[config.mk]
export PLATFORM = sky130hd
export DESIGN_NAME = mod_updown_counter
export DESIGN_NICKNAME = d
export VERILOG_FILES = /design/src/rtl/mod_updown_counter.sv
export SDC_FILE = /design/constraint.sdc
export NUM_CORES = 1
export LEC_CHECK = 0
export CAP_MARGIN = 40
export CORE_AREA = 2 2 39 41
export DETAILED_ROUTE_END_ITERATION = 10
export DIE_AREA = 0 0 41 43
export PLACE_DENSITY = 0.58
export SYNTH_ARGS = -nofsm -noshare
export SYNTH_HDL_FRONTEND = slang
export SYNTH_SLANG_ARGS = --single-unit
[constraint.sdc]
create_clock -name clk -period 3.85 [get_ports clk]
set_clock_uncertainty 0.2 [all_clocks]
set_input_delay 0.5775 -clock clk [delete_from_list [all_inputs] [get_ports clk]]
set_output_delay 0.5775 -clock clk [all_outputs]
set_load 0.02 [all_outputs]
[src/rtl/mod_updown_counter.sv]
// Parametrised modulo-MOD up/down counter with load, wrap/saturate mode, tc and wrap pulse.
// Optional sticky boundary flag (ovf, cleared by ovf_clr) when CNT_OVF_STICKY_EN is defined.
module mod_updown_counter #(
  parameter int              WIDTH    = 4,
  parameter longint unsigned MOD      = 10,
  parameter int              SATURATE = 0
) (
  input  logic             clk,
  input  logic             rst,
  input  logic             en,
  input  logic             up,
  input  logic             load,
  input  logic [WIDTH-1:0] load_val,
`ifdef CNT_OVF_STICKY_EN
  input  logic             ovf_clr,
  output logic             ovf,
`endif
  output logic [WIDTH-1:0] q,
  output logic             tc,
  output logic             wrap
);

  localparam logic [WIDTH-1:0] Q_MAX = WIDTH'(MOD - 1);

  logic             at_max;
  logic             at_zero;
  logic [WIDTH-1:0] q_nxt;
  logic             wrap_nxt;

  assign at_max  = (q == Q_MAX);
  assign at_zero = (q == '0);
  assign tc      = en & ((up & at_max) | (~up & at_zero));

  always_comb begin
    q_nxt    = q;
    wrap_nxt = 1'b0;
    if (load) begin
      q_nxt = (load_val > Q_MAX) ? Q_MAX : load_val;
    end else if (en) begin
      if (up) begin
        if (!at_max) begin
          q_nxt = q + WIDTH'(1);
        end else if (SATURATE == 0) begin
          // Explicit zero rather than relying on overflow, so MOD < 2**WIDTH also works.
          q_nxt    = '0;
          wrap_nxt = 1'b1;
        end
      end else begin
        if (!at_zero) begin
          q_nxt = q - WIDTH'(1);
        end else if (SATURATE == 0) begin
          q_nxt    = Q_MAX;
          wrap_nxt = 1'b1;
        end
      end
    end
  end

  always_ff @(posedge clk) begin
    if (rst) begin
      q    <= '0;
      wrap <= 1'b0;
    end else begin
      q    <= q_nxt;
      wrap <= wrap_nxt;
    end
  end

`ifdef CNT_OVF_STICKY_EN
  // Set beats clear: a boundary hit coincident with ovf_clr must not be lost.
  always_ff @(posedge clk) begin
    if (rst) begin
      ovf <= 1'b0;
    end else if (tc && !load) begin
      ovf <= 1'b1;
    end else if (ovf_clr) begin
      ovf <= 1'b0;
    end
  end
`endif

endmodule

==> run summary <==
CP Max Fanout - 6
IO buf count - 14
total CTS buffers - 3
Cell variety after synth - 25
pin count of the biggest net entering global routing - 12
met2 usage - 0.209
cell area power density - 313 nW/µm²
GRT Total Usage - 0.126
slew margin rel. - 0.687
Final ANT Viol Nets - 0
Routed WL per cell - 12.0 µm
synthesized area per cell - 8.47 µm²
Core ar. - 1380 µm²
outcome - finished, final reports clean
Die Wd - 41 µm
critical path arrival - 2510 ps
fraction of registers with async set or reset after synthesis - 0
Post-CTS Hold Fix Bufs - 0
die area - 1760 µm²
CTS resizes - 0
Post-CTS Setup Bufs - 0
drt drc - 0
synthesized instance count - 47
vias in the first global route - 382
syn nets - 56
CTS tree - done
max_cap viols - 0
Fin Setup TNS - 0 ps
Most common cell on crit path - clkdlybuf4s50_1
total grt overflow - 0
Tightest Hold Check Type - reg -> reg
worst path cell trace - clkdlybuf4s50_1 > or3_4 > a2111oi_4 > clkdlybuf4s50_1
Area growth syn-to-layout - 39.9%
Initial Util - 0.288
CP peak stage delay - 660 ps
antenna violations before repair - 0
clock tree buffer depth - 2
Fin. Hold Viols - 0
Leakage - 0.181 nW
fmax - 304 MHz
Critical Path RT - 3070 ps
drt first pass iters - 3
num ports - 15
GP Congestion - 0.680
Min Clock Period, post-route - 3290 ps
num rows - 14
CP Class - in -> out
Slew @ Worst Pin - 469 ps
register area share after synthesis - 0.252
crit start category - input port
CTS Root Cell - clkbuf_4
RSZ-0062 raised after global routing - false
first-pass GRT wire length - 1550 µm
clock tree sinks - 5
#FFs+latches synth - 5
Clock transition at path regs - 40 ps
gr busiest metal - met2
Slew Viols, Final - 0
DP HPWL - 738 µm
H-tree Lvls - 1
ANT cells - 0
CP Capture Type - output pin
number of flops mapped to enable cells by yosys - 0
final net count - 72
Top FF cell, synth - dfxtp_1
Die Height - 43 µm
via count - 395
Routed WL - 939 µm
met3 global-route usage - 0.0471
Peak supply drop - 131 µV
total power - 174 µW
grt met1 use - 0.141
slowest stage cell, crit path - clkdlybuf4s50_1
Cell Area, Synth - 398 µm²
clock latency on the worst-skew pair - 240 ps
DRT iter0 DRCs - 2
Ys Warns - 0
share of layout cells above drive strength 1 - 0.113
vias per cell - 5.06
Final period util - 0.855
setup violators final - 0
[critical path, delay by kind of cell]
family | cells | cell delay, ps
buffers and inverters | 2 | 1180
AND/OR/NAND/NOR | 1 | 390
AO/OA/AOI/OAI | 1 | 370
[metal layers]
metal	vias up	share of wire
met5	-	0
met4	0	0
met3	0	0.040
met2	10	0.55
met1	181	0.41
li1	204	-
[final timing paths]
check | from | endpoint | slack, ps | depth (start not counted)
max reg2reg | q[0] | q[3] | 2070 | 4
max | up | tc | 560 | 4
min | q[3] | q[3] | 420 | 2
min reg2reg | q[3] | q[3] | 420 | 2
[flip-flops by register name (all words and copies together), names as in the netlist]
| signal | cells |
|---|---|
| q | 4 |
| wrap | 1 |
[synthesized netlist by cell type, types with 2 or more instances]
cell type  count  share of area
nor2_1         3          0.028
o21ai_0        7          0.088
xnor2_1        2          0.044
dfxtp_1        5           0.25
a21oi_1        4          0.050
inv_1          5          0.047
buf_6          2          0.057
nand2_1        2          0.019
[cells in the final DEF, fill, tap and decap left out, types with 2 or more instances in the layout]
| cell type | count |
|---|---|
| a21oi_1 | 4 |
| clkbuf_4 | 3 |
| clkdlybuf4s50_1 | 14 |
| dfxtp_1 | 5 |
| inv_1 | 5 |
| nand2_1 | 2 |
| nor2_1 | 3 |
| o21ai_0 | 7 |
| xnor2_1 | 2 |
[power breakdown]
group	total [mW]	switching, mW	internal [mW]	leakage [nW]
sequential	0.0657	0.0102	0.0555	0.0413
clock	0.0607	0.0215	0.0392	0.0150
combinational	0.0477	0.0211	0.0266	0.124
total	0.174	0.0528	0.121	0.181
[through the flow]
step	setup slack [ps]	instance area, µm²	utilization	instances	hold slack [ps]
5_1_grt	484	557	0.402	78	446
6_report	559	557	0.402	78	416
2_1_floorplan	1660	398	-	47	434
4_1_cts	547	557	0.402	78	425
3_5_place_dp	552	531	0.383	74	417
3_3_place_gp	594	531	0.383	74	406
[cell type report]
| cell class | instances | area, µm² |
|---|---|---|
| sequential | 5 | 100 |
| multi-input combinational | 34 | 251 |
| fill | 145 | 827 |
| tap | 16 | 20.0 |
| clock buffer | 4 | 26.3 |
| timing repair buffer | 14 | 140 |
| inverter | 5 | 18.8 |
[cells by family (layout without fill, tap and decap cells)]
group                     Yosys count  in the layout  synth area share
AOI/OAI and AO/OA                  19             19             0.352
and+or+nand+nor                    13             13             0.236
buffers and inverters               8             23             0.116
DFF                                 5              5             0.252
xor gates and xnor gates            2              2            0.0440
Note: power is estimated with default switching activity, not from simulation.
